$ cat config.mk
export PLATFORM = sky130hd
export DESIGN_NAME = shift_add_multiplier
export DESIGN_NICKNAME = d
export VERILOG_FILES = /design/src/rtl/shift_add_multiplier.sv
export SDC_FILE = /design/constraint.sdc
export NUM_CORES = 1
export LEC_CHECK = 0
export CORE_UTILIZATION = 55
export CTS_CLUSTER_DIAMETER = 150
export DETAILED_ROUTE_END_ITERATION = 12
export GPL_ROUTABILITY_DRIVEN = 0
export PLACE_DENSITY = 0.91
export SLEW_MARGIN = 10
export SYNTH_ARGS = -nofsm -noshare
export SYNTH_HDL_FRONTEND = slang
export SYNTH_SLANG_ARGS = --single-unit
$ cat constraint.sdc
create_clock -name clk -period 7 [get_ports clk]
set_clock_uncertainty 0.1 [all_clocks]
set_input_delay 1.4 -clock clk [delete_from_list [all_inputs] [get_ports clk]]
set_output_delay 1.4 -clock clk [all_outputs]
set_load 0.02 [all_outputs]
$ cat src/rtl/shift_add_multiplier.sv
// shift_add_multiplier: sequential unsigned WIDTH x WIDTH multiplier using one
// WIDTH-bit ripple-carry adder. It produces one result every WIDTH+1 cycles.
//
// Ports:
//   clk         clock; all state changes on the rising edge
//   rst         asynchronous, active-high reset
//   start_i     begin a multiply; accepted only when not busy (IDLE or DONE)
//   a_i         multiplicand, latched on the accepting edge
//   b_i         multiplier, latched on the accepting edge
//   busy_o      high while iterating (RUN)
//   done_o      one-cycle pulse when product_o is updated
//   product_o   last completed 2*WIDTH-bit product; held between completions
//
// RippleCarryAdder is the team's shared adder. It is bundled here so this file
// is self-contained.

module RippleCarryAdder #(
   parameter int unsigned WIDTH = 4
) (
   input  logic [WIDTH-1:0] a,
   input  logic [WIDTH-1:0] b,
   input  logic             cin,
   output logic [WIDTH-1:0] sum,
   output logic             cout
);

   logic [WIDTH:0] carry;

   always_comb begin
      carry    = '0;
      sum      = '0;
      carry[0] = cin;
      for (int i = 0; i < int'(WIDTH); i++) begin
         sum[i]     = a[i] ^ b[i] ^ carry[i];
         carry[i+1] = (a[i] & b[i]) | (carry[i] & (a[i] ^ b[i]));
      end
      cout = carry[WIDTH];
   end

endmodule

module shift_add_multiplier #(
   parameter int unsigned WIDTH = 4
) (
   input  logic               clk,
   input  logic               rst,
   input  logic               start_i,
   input  logic [WIDTH-1:0]   a_i,
   input  logic [WIDTH-1:0]   b_i,
   output logic               busy_o,
   output logic               done_o,
   output logic [2*WIDTH-1:0] product_o
);

   localparam int unsigned CntW = $clog2(WIDTH + 1);
   localparam logic [CntW-1:0] CntLast = CntW'(WIDTH - 1);

   typedef enum logic [1:0] {StIdle, StRun, StDone} state_e;

   state_e             state_q;
   logic [WIDTH-1:0]   m_q;
   logic [2*WIDTH-1:0] p_q;
   logic [CntW-1:0]    cnt_q;
   logic [2*WIDTH-1:0] product_q;
   logic               busy_q;
   logic               done_q;

   logic [WIDTH-1:0]   add_b;
   logic [WIDTH-1:0]   add_sum;
   logic               add_cout;
   logic [2*WIDTH-1:0] p_shift;

   // Accumulator is the high half of P; add M only when the current multiplier bit is set.
   assign add_b = p_q[0] ? m_q : '0;

   RippleCarryAdder #(
      .WIDTH(WIDTH)
   ) u_adder (
      .a    (p_q[2*WIDTH-1:WIDTH]),
      .b    (add_b),
      .cin  (1'b0),
      .sum  (add_sum),
      .cout (add_cout)
   );

   // The carry becomes the new MSB, so the partial product never loses a bit.
   assign p_shift = {add_cout, add_sum, p_q[WIDTH-1:1]};

   always_ff @(posedge clk or posedge rst) begin
      if (rst) begin
         state_q   <= StIdle;
         m_q       <= '0;
         p_q       <= '0;
         cnt_q     <= '0;
         product_q <= '0;
         busy_q    <= 1'b0;
         done_q    <= 1'b0;
      end else begin
         unique case (state_q)
            StIdle: begin
               done_q <= 1'b0;
               if (start_i) begin
                  m_q     <= a_i;
                  p_q     <= {{WIDTH{1'b0}}, b_i};
                  cnt_q   <= '0;
                  busy_q  <= 1'b1;
                  state_q <= StRun;
               end
            end
            StRun: begin
               p_q   <= p_shift;
               cnt_q <= cnt_q + 1'b1;
               if (cnt_q == CntLast) begin
                  product_q <= p_shift;
                  busy_q    <= 1'b0;
                  done_q    <= 1'b1;
                  state_q   <= StDone;
               end
            end
            StDone: begin
               done_q <= 1'b0;
               if (start_i) begin
                  m_q     <= a_i;
                  p_q     <= {{WIDTH{1'b0}}, b_i};
                  cnt_q   <= '0;
                  busy_q  <= 1'b1;
                  state_q <= StRun;
               end else begin
                  state_q <= StIdle;
               end
            end
            default: begin
               busy_q  <= 1'b0;
               done_q  <= 1'b0;
               state_q <= StIdle;
            end
         endcase
      end
   end

   assign busy_o    = busy_q;
   assign done_o    = done_q;
   assign product_o = product_q;

endmodule

After elaboration in Yosys (flattened, before gate mapping). Index checks and enable logic that the tools add are counted.

Add/sub/neg operators: 1. Equality and inequality tests: 6. Muxes and demuxes: 14. Bitwise logic cells: 17. Reduce and logical (&&, ||, !) cells: 8.

Operators by type and width (count): $pmux 8 s2 (1); $reduce_and 2->1 (5); $mux 8 (1); $and 1x1->1 (7); $xor 1x1->1 (7); $pmux 2 s3 (1); $pmux 3 s2 (1); $mux 1 (5); $mux 2 (2); $mux 4 (1); $ne 2x2->1 const B (2); $add 3x1->3 const B (1); $eq 3x2->1 const B (1); $mux 3 (1); $or 1x1->1 (3); $eq 2x1->1 const B (1); $eq 2x2->1 const B (1); $logic_not 2->1 (1); $ne 2x1->1 const B (1); $pmux 1 s2 (1); $reduce_bool 2->1 (1); $reduce_or 2->1 (1).

Flip-flop bits (word level): 27. Input port bits: 11. Output and inout bits: 10. Logic and storage cells: 53.

Logic depth before layout (Yosys ltp). Gate-level depths: netlist of run 1.

Depth in word-level cells: 9. Depth in mapped cells: 8. Gate-level depth less buffers: 8.

Modules after synthesis. A second synthesis of run 1 with hierarchy kept.

Cells, all modules: 110. Area total of the unflattened synthesis: 1365.1 um^2.

Modules (own cells, without submodules): shift_add_multiplier (instances 1, cells an instance 96, area each 1247.4 um^2, seq. area each 675.6 um^2); RippleCarryAdder (instances 1, cells an instance 14, area each 117.6 um^2, seq. area each 0.0 um^2).

Least setup slack after synthesis of run 1. No wires, ideal clock.

Path kind: register to register. From: reg p_q[0]. To: reg p_q[6]. Library setup time: 120 ps. Arrival time: 2199 ps. Required time: 6780 ps. Slack: 4581 ps. Stages on the path, launching flop included: 9. Path buffers: 0. Clock period less this slack: 2419 ps. Cells stage by stage: dfrtp_1 and2_1 ha_1 inv_1 fa_1 fa_1 fa_1 nand2b_1 a31o_2.

Word-level cells in the longest chain between the ends: 8. Elaborated cells on any way between the ends: 13. Classes of those cells: mux: 2; bitwise: 11.

RTL lines: from (decl) (line 62) `logic [2*WIDTH-1:0] p_q;`; from (signal assigned) (line 104) `p_q <= {{WIDTH{1'b0}}, b_i};`; from (signal assigned) (line 111) `p_q <= p_shift;`; from (signal assigned) (line 124) `p_q <= {{WIDTH{1'b0}}, b_i};`; $mux 4 (*) (line 74) `assign add_b = p_q[0] ? m_q : '0;`; $and 1x1->1 or $xor 1x1->1 (tied branches) (line 35) `carry[i+1] = (a[i] & b[i]) | (carry[i] & (a[i] ^ b[i]));`; $and 1x1->1 (line 35); $or 1x1->1 (line 35); $and 1x1->1 (line 35); $or 1x1->1 (line 35); $xor 1x1->1 (*) (line 34) `sum[i] = a[i] ^ b[i] ^ carry[i];`; $pmux 8 s2 (*) (line 99) `unique case (state_q)`.

Every way passes the cells marked *; elsewhere a longest branch is shown, timed or not. A chain may end at the register's enable or synchronous reset.

Worst setup path in the final report of run 1.
From: in start_i. To: reg m_q[3].

Word-level cells in the longest chain between the ends: 1.

RTL lines: from (decl) (line 47) `input logic start_i,`; $reduce_and 2->1 (no line); to (signal assigned) (line 103) `m_q <= a_i;`; to (signal assigned) (line 123) `m_q <= a_i;`; to (decl) (line 61) `logic [WIDTH-1:0] m_q;`.

No other way between the ends.

==> flow_metrics.env, run 1 <==
export IMPL_status="complete, no violations"
export IMPL_synth_area_top_cells="dfrtp_1, mux2i_1, fa_1, mux2_4, nand2b_1"
export IMPL_port_buffers=20
export IMPL_endpoint_kind="flip-flop"
export IMPL_firstDrtPassIters=3
export IMPL_path_max_fanout=13
export IMPL_clkLatencyLatePin_ns=0.32
export IMPL_slew_viol_final=0
export IMPL_antennaDiodeCount=0
export IMPL_route_vias_total=860
export IMPL_critical_path_buf_inv_count=1
export IMPL_hold_path_depth=2
export IMPL_r2r_start="p_q[0]$_DFFE_PP0P_"
export IMPL_dpl_hpwl_mm=1.70
export IMPL_finalSetupViolations=0
export IMPL_ys_seq_elements=27
export IMPL_fin_cells=159
export IMPL_ff2ff_setup_slack_ns=4.42
export IMPL_fp_dieH_um=52.6
export IMPL_root_buffer="clkbuf_4"
export IMPL_syn_avg_cell_area_sq_um=12.5
export IMPL_yosys_most_used_dff="dfrtp_1"
export IMPL_comb_power_share_pct=48.0
export IMPL_max_stage_delay_ns=0.84
export IMPL_drtIter0Drc=4
export IMPL_path_delay_family="buffers and inverters"
export IMPL_area_growth_pct=15.0
export IMPL_cts_max_path_buffers=2
export IMPL_clkPwrFrac_pct=9.2
export IMPL_synth_cell_area_sq_mm=0.00141
export IMPL_worstPathRequired_ns=7.12
export IMPL_drt_total_wl_mm=2.33
export IMPL_cap_violations=0
export IMPL_numCtsBuffers=3
export IMPL_track_usage_pct=20.0
export IMPL_crit_path_cell_trace="clkdlybuf4s50_1 -> nor2b_2 -> mux2_2"
export IMPL_min_to="done_o$_DFFE_PP0P_"
export IMPL_synth_cell_types=24
export IMPL_pin_count=21
export IMPL_hold_viol=0
export IMPL_antenna_left=0
export IMPL_die_area_sq_mm=0.00277
export IMPL_yosys_area_top_type="dfrtp_1"
export IMPL_grt_max_degree=28
export IMPL_fmax_mhz=348
export IMPL_post_cts_resize_count=0
export IMPL_worstHoldStart="done_o$_DFFE_PP0P_"
export IMPL_min_period_over_period_pct=41.0
export IMPL_synth_edff_count=0
export IMPL_register_area_sq_um=676
export IMPL_cp_start_kind="input port"
export IMPL_power_total_mw=0.712
export IMPL_period_minus_slack_ns=2.87
export IMPL_multiInputGateArea_sq_um=642
export IMPL_post_cts_buffers=0
export IMPL_synthTopCellsByCount="dfrtp_1, mux2i_1, inv_1"
export IMPL_yosysMostFrequentCell="dfrtp_1"
export IMPL_swShare_pct=37.3
export IMPL_num_rows=17
export IMPL_synthCells=113
export IMPL_drive_gt1_share_pct=13.0
export IMPL_grt_antenna_before_repair=0
export IMPL_avgViaCountPerCell=5.41
export IMPL_synthArstFlopShare_pct=100
export IMPL_setup_tns_ns=0
export IMPL_ys_seq_area_share_pct=48.0
export IMPL_p_sw_mw=0.265
export IMPL_wl_per_cell_um=14.6
export IMPL_critical_path_class="input port to flip-flop"
export IMPL_synth_top_cell_area_share_pct=48.0
export IMPL_power_internal_mw=0.447
export IMPL_powerDensity_mw_per_mm2=439
export IMPL_fin_nets=149
export IMPL_clkTransAtPathRegs_ns=0.13
export IMPL_p_leak_nw=0.765
export IMPL_slew_headroom_pct=34.3
export IMPL_dp_cells=155
export IMPL_route_detailed_drc=0
export IMPL_core_sq_mm=0.00232
export IMPL_rsz0062_at_grt="false"
export IMPL_grt_first_pass_wirelength_mm=3.93
export IMPL_r2r_end="p_q[6]$_DFFE_PP0P_"
export IMPL_syn_nets=130
export IMPL_worst_pin_slew_ns=0.984
export IMPL_worstHoldPathType="flip-flop to flip-flop"
export IMPL_die_w_um=52.6
export IMPL_fillers=165
export IMPL_postCtsHoldBufs=0
export IMPL_arrival_ns=2.99
export IMPL_pwr_share_seq_pct=42.9
export IMPL_cts_tree="built"
export IMPL_htree_levels=1
export IMPL_cts_sinks=27
export IMPL_ir_drop_mv=0.318
export IMPL_start_util_pct=60.8
export IMPL_crit_cells=3
export IMPL_grt_pass1_vias=899
export IMPL_synth_warnings=0
export IMPL_slowest_stage="clkdlybuf4s50_1"
export IMPL_grt_ovfl_total=0
export IMPL_reg2regPathDepth=8
-- power groups by stage --
stage                     logic (mW)  registers (mW)  clock network (mW)
after CTS                      0.347           0.305              0.0680
after floorplan                0.248           0.305                   0
after global routing           0.380           0.316              0.0716
after global placement         0.325           0.302                   0
after detailed placement       0.345           0.309                   0
final                          0.342           0.305              0.0652
-- area by class of cell --
type                    instances  area share [%]
multi-input cells              69            39.6
inverters                      11            2.55
clock buffers                   4            1.62
repair buffers                 20            12.4
flip-flops and latches         27            41.7
well taps                      28            2.16
-- through the flow --
step / hold WS [ns] / cell area [sq um] / utilization [%] / worst slack, ns
2_1_floorplan: 0.373 / 1410 / - / 4.58
3_3_place_gp: 0.385 / 1590 / 68.8 / 3.88
3_5_place_dp: 0.388 / 1590 / 68.8 / 3.77
4_1_cts: 0.427 / 1620 / 69.9 / 4.13
5_1_grt: 0.440 / 1620 / 69.9 / 4.07
6_report: 0.412 / 1620 / 69.9 / 4.13
-- state kept, by name, indices dropped and copies added (netlist names) --
register,flops
busy_o,1
cnt_q,3
state_q,2
m_q,4
product_o,8
p_q,8
done_o,1
-- logic make-up after synthesis --
group                    Yosys count  share of synthesized area [%]
AO/OA/AOI/OAI                      8                           4.88
XOR/XNOR                           1                          0.622
adder cells (fa/ha/maj)            6                           6.93
buffers and inverters             17                           6.48
flip-flops                        27                           48.0
multiplexers                      26                           20.2
AND/OR/NAND/NOR                   28                           12.9
-- worst min-delay path, stage by stage (launching register included) --
cell     delay, ns
dfrtp_1       0.37
nor2_1        0.04
nor2_1        0.08
-- placed cells by master, fill, tap and decap left out --
cell,netlist,final
a32o_1,1,1
fa_1,3,3
mux2_2,4,4
dfrtp_1,27,27
and2_1,1,1
clkdlybuf4s50_1,0,20
a21o_1,1,1
or2b_1,3,3
a31o_2,4,4
mux2i_1,18,18
clkbuf_1,0,1
o21bai_1,1,1
xnor2_1,1,1
nand3b_4,1,1
nor3b_1,5,5
mux2_4,4,4
ha_1,3,3
o2bb2ai_1,1,1
nand2b_1,9,9
clkbuf_4,0,3
nor2b_2,1,1
nor2_1,5,5
nand2_1,3,3
inv_1,11,11
-- worst max-delay path by stage --
stage                             startpoint            endpoint  slack, ns
after CTS                            start_i  m_q[3]$_DFFE_PP0P_       4.13
after floorplan           p_q[0]$_DFFE_PP0P_  p_q[6]$_DFFE_PP0P_       4.58
after global routing                 start_i  m_q[3]$_DFFE_PP0P_       4.07
after global placement               start_i  m_q[2]$_DFFE_PP0P_       3.88
after detailed placement             start_i  m_q[3]$_DFFE_PP0P_       3.77
final                                start_i  m_q[3]$_DFFE_PP0P_       4.13
-- routing by layer --
metal | vias to the layer above | part of all wire, % | track usage, %
li1 | 411 | - | -
met1 | 425 | 45 | 25.6
met4 | 0 | 1.4 | 8.33
met3 | 4 | 3.0 | 3.48
met5 | - | 0 | 0
met2 | 20 | 51 | 33.1
Power figures use the tool's default switching activity.
==> run 2: changes to the inputs <==
Settings changed: CORE_UTILIZATION 55 to 53, PLACE_DENSITY 0.91 to 0.88.
Clock period 7 ns to 2.8 ns, I/O delays scaled along.
==> flow_metrics.env, run 2 (same netlist as run 1, synthesis figures left out) <==
export IMPL_status="complete, no violations"
export IMPL_cap_violations=0
export IMPL_cp_start_kind="flip-flop"
export IMPL_layout_setup_ws_ns=0.226
export IMPL_min_period_over_period_pct=91.9
export IMPL_endpoint_kind="flip-flop"
export IMPL_powerDensity_mw_per_mm2=1090
export IMPL_grt_antenna_before_repair=0
export IMPL_multiInputGateArea_sq_um=642
export IMPL_comb_power_share_pct=47.6
export IMPL_hold_viol=0
export IMPL_num_rows=18
export IMPL_critical_path_buf_inv_count=1
export IMPL_max_stage_delay_ns=0.52
export IMPL_fmax_mhz=388
export IMPL_crit_path_cell_trace="and2_1 -> ha_1 -> inv_1 -> fa_1 -> fa_1 -> fa_1 -> nand2b_1 -> a31o_2"
export IMPL_p_sw_mw=0.670
export IMPL_drive_gt1_share_pct=14.3
export IMPL_setup_tns_ns=0
export IMPL_layout_common_cells="dfrtp_1, clkdlybuf4s50_1, mux2i_1, inv_1, nand2b_1"
export IMPL_pre_cts_ws_ns=0.254
export IMPL_die_w_um=53.6
export IMPL_core_sq_mm=0.00250
export IMPL_numCtsBuffers=3
export IMPL_cp_startpoint="p_q[0]$_DFFE_PP0P_"
export IMPL_grt_use_met3_pct=3.67
export IMPL_final_common_cell="dfrtp_1"
export IMPL_rsz0062_at_grt="false"
export IMPL_pwr_share_seq_pct=42.8
export IMPL_start_util_pct=56.4
export IMPL_swShare_pct=37.5
export IMPL_track_usage_pct=19.7
export IMPL_cts_max_path_buffers=2
export IMPL_antenna_left=0
export IMPL_route_vias_total=860
export IMPL_use_met1_pct=24.5
export IMPL_drtIter0Drc=9
export IMPL_stdcell_area_sq_mm=0.00164
export IMPL_slew_headroom_pct=45.9
export IMPL_crit_top_cell="fa_1"
export IMPL_r2r_start="p_q[0]$_DFFE_PP0P_"
export IMPL_ir_drop_mv=0.647
export IMPL_cts_sinks=27
export IMPL_p_leak_nw=0.775
export IMPL_die_area_sq_mm=0.00287
export IMPL_grt_pass1_vias=859
export IMPL_worstHoldStart="done_o$_DFFE_PP0P_"
export IMPL_finalSetupViolations=0
export IMPL_grt_busiest_layer="met2"
export IMPL_cts_tree="built"
export IMPL_antennaDiodeCount=0
export IMPL_clkLatencyLatePin_ns=0.33
export IMPL_clkTransAtPathRegs_ns=0.14
export IMPL_slew_viol_final=0
export IMPL_post_cts_buffers=0
export IMPL_worst_pin_slew_ns=0.812
export IMPL_pin_count=21
export IMPL_htree_levels=1
export IMPL_dpl_hpwl_mm=1.74
export IMPL_critical_path_class="flip-flop to flip-flop"
export IMPL_firstDrtPassIters=4
export IMPL_arrival_ns=2.71
export IMPL_path_max_fanout=6
export IMPL_power_internal_mw=1.12
export IMPL_grt_first_pass_wirelength_mm=3.95
export IMPL_root_buffer="clkbuf_4"
export IMPL_slowest_stage="fa_1"
export IMPL_grt_ovfl_total=0
export IMPL_fp_dieH_um=53.6
export IMPL_fin_util_pct=65.5
export IMPL_met2_usage_pct=33.3
export IMPL_postCtsHoldBufs=0
export IMPL_post_cts_resize_count=0
export IMPL_worstHoldPathType="flip-flop to flip-flop"
export IMPL_area_growth_pct=16.3
export IMPL_dp_cells=159
export IMPL_fin_nets=151
export IMPL_grt_max_degree=28
export IMPL_register_area_sq_um=676
export IMPL_fin_cells=163
export IMPL_port_buffers=20
export IMPL_wl_per_cell_um=14.7
export IMPL_placed_area_sq_mm=0.00161
export IMPL_route_detailed_drc=0
export IMPL_fillers=179
export IMPL_clkPwrFrac_pct=9.5
export IMPL_period_minus_slack_ns=2.57
export IMPL_worstPathRequired_ns=2.93
export IMPL_drt_total_wl_mm=2.40
export IMPL_avgViaCountPerCell=5.28
export IMPL_path_delay_family="adder cells"
run 2: worst reg2reg max path: stages (launching register included):
cell	delay, ns
dfrtp_1	0.45
and2_1	0.15
ha_1	0.14
inv_1	0.05
fa_1	0.38
fa_1	0.39
fa_1	0.52
nand2b_1	0.06
a31o_2	0.24
run 2: final cells by class:
cell class	instances	share of cell area, %
Sequential cell	27	41.3
Multi-Input combinational cell	69	39.2
Timing Repair Buffer	22	13.1
Inverter	11	2.52
Tap cell	30	2.29
Clock buffer	4	1.60
run 2: power by group through the flow:
stage / Combinational, mW / Sequential (mW) / Clock (mW)
after global routing: 0.942 / 0.794 / 0.189
after global placement: 0.814 / 0.757 / 0
after CTS: 0.869 / 0.767 / 0.174
after detailed placement: 0.859 / 0.777 / 0
after floorplan: 0.619 / 0.763 / 0
final: 0.852 / 0.766 / 0.171
run 2: routing by layer:
| metal | share of wire, % | vias to the layer above |
|---|---|---|
| met4 | 1.1 | 0 |
| met1 | 44 | 429 |
| li1 | - | 414 |
| met5 | 0 | - |
| met3 | 2.2 | 4 |
| met2 | 52 | 13 |
run 2: path summary, 6_finish.rpt:
check	to	slack, ns	cells past startpoint
worst max-delay path	p_q[6]$_DFFE_PP0P_	0.23	8
worst max register to register	p_q[6]$_DFFE_PP0P_	0.23	8
min in group asynchronous	m_q[1]$_DFFE_PP0P_	0.46	3
worst min-delay path	done_o$_DFFE_PP0P_	0.42	2
max in group asynchronous	cnt_q[2]$_DFFE_PP0P_	1.89	3
worst min register to register	done_o$_DFFE_PP0P_	0.42	2
run 2: metrics by stage:
| step | power, mW | hold WS, ns |
|---|---|---|
| floorplan | 1.38 | 0.373 |
| global placement | 1.57 | 0.382 |
| detailed placement | 1.64 | 0.389 |
| CTS | 1.81 | 0.424 |
| global route | 1.92 | 0.440 |
| finish | 1.79 | 0.418 |
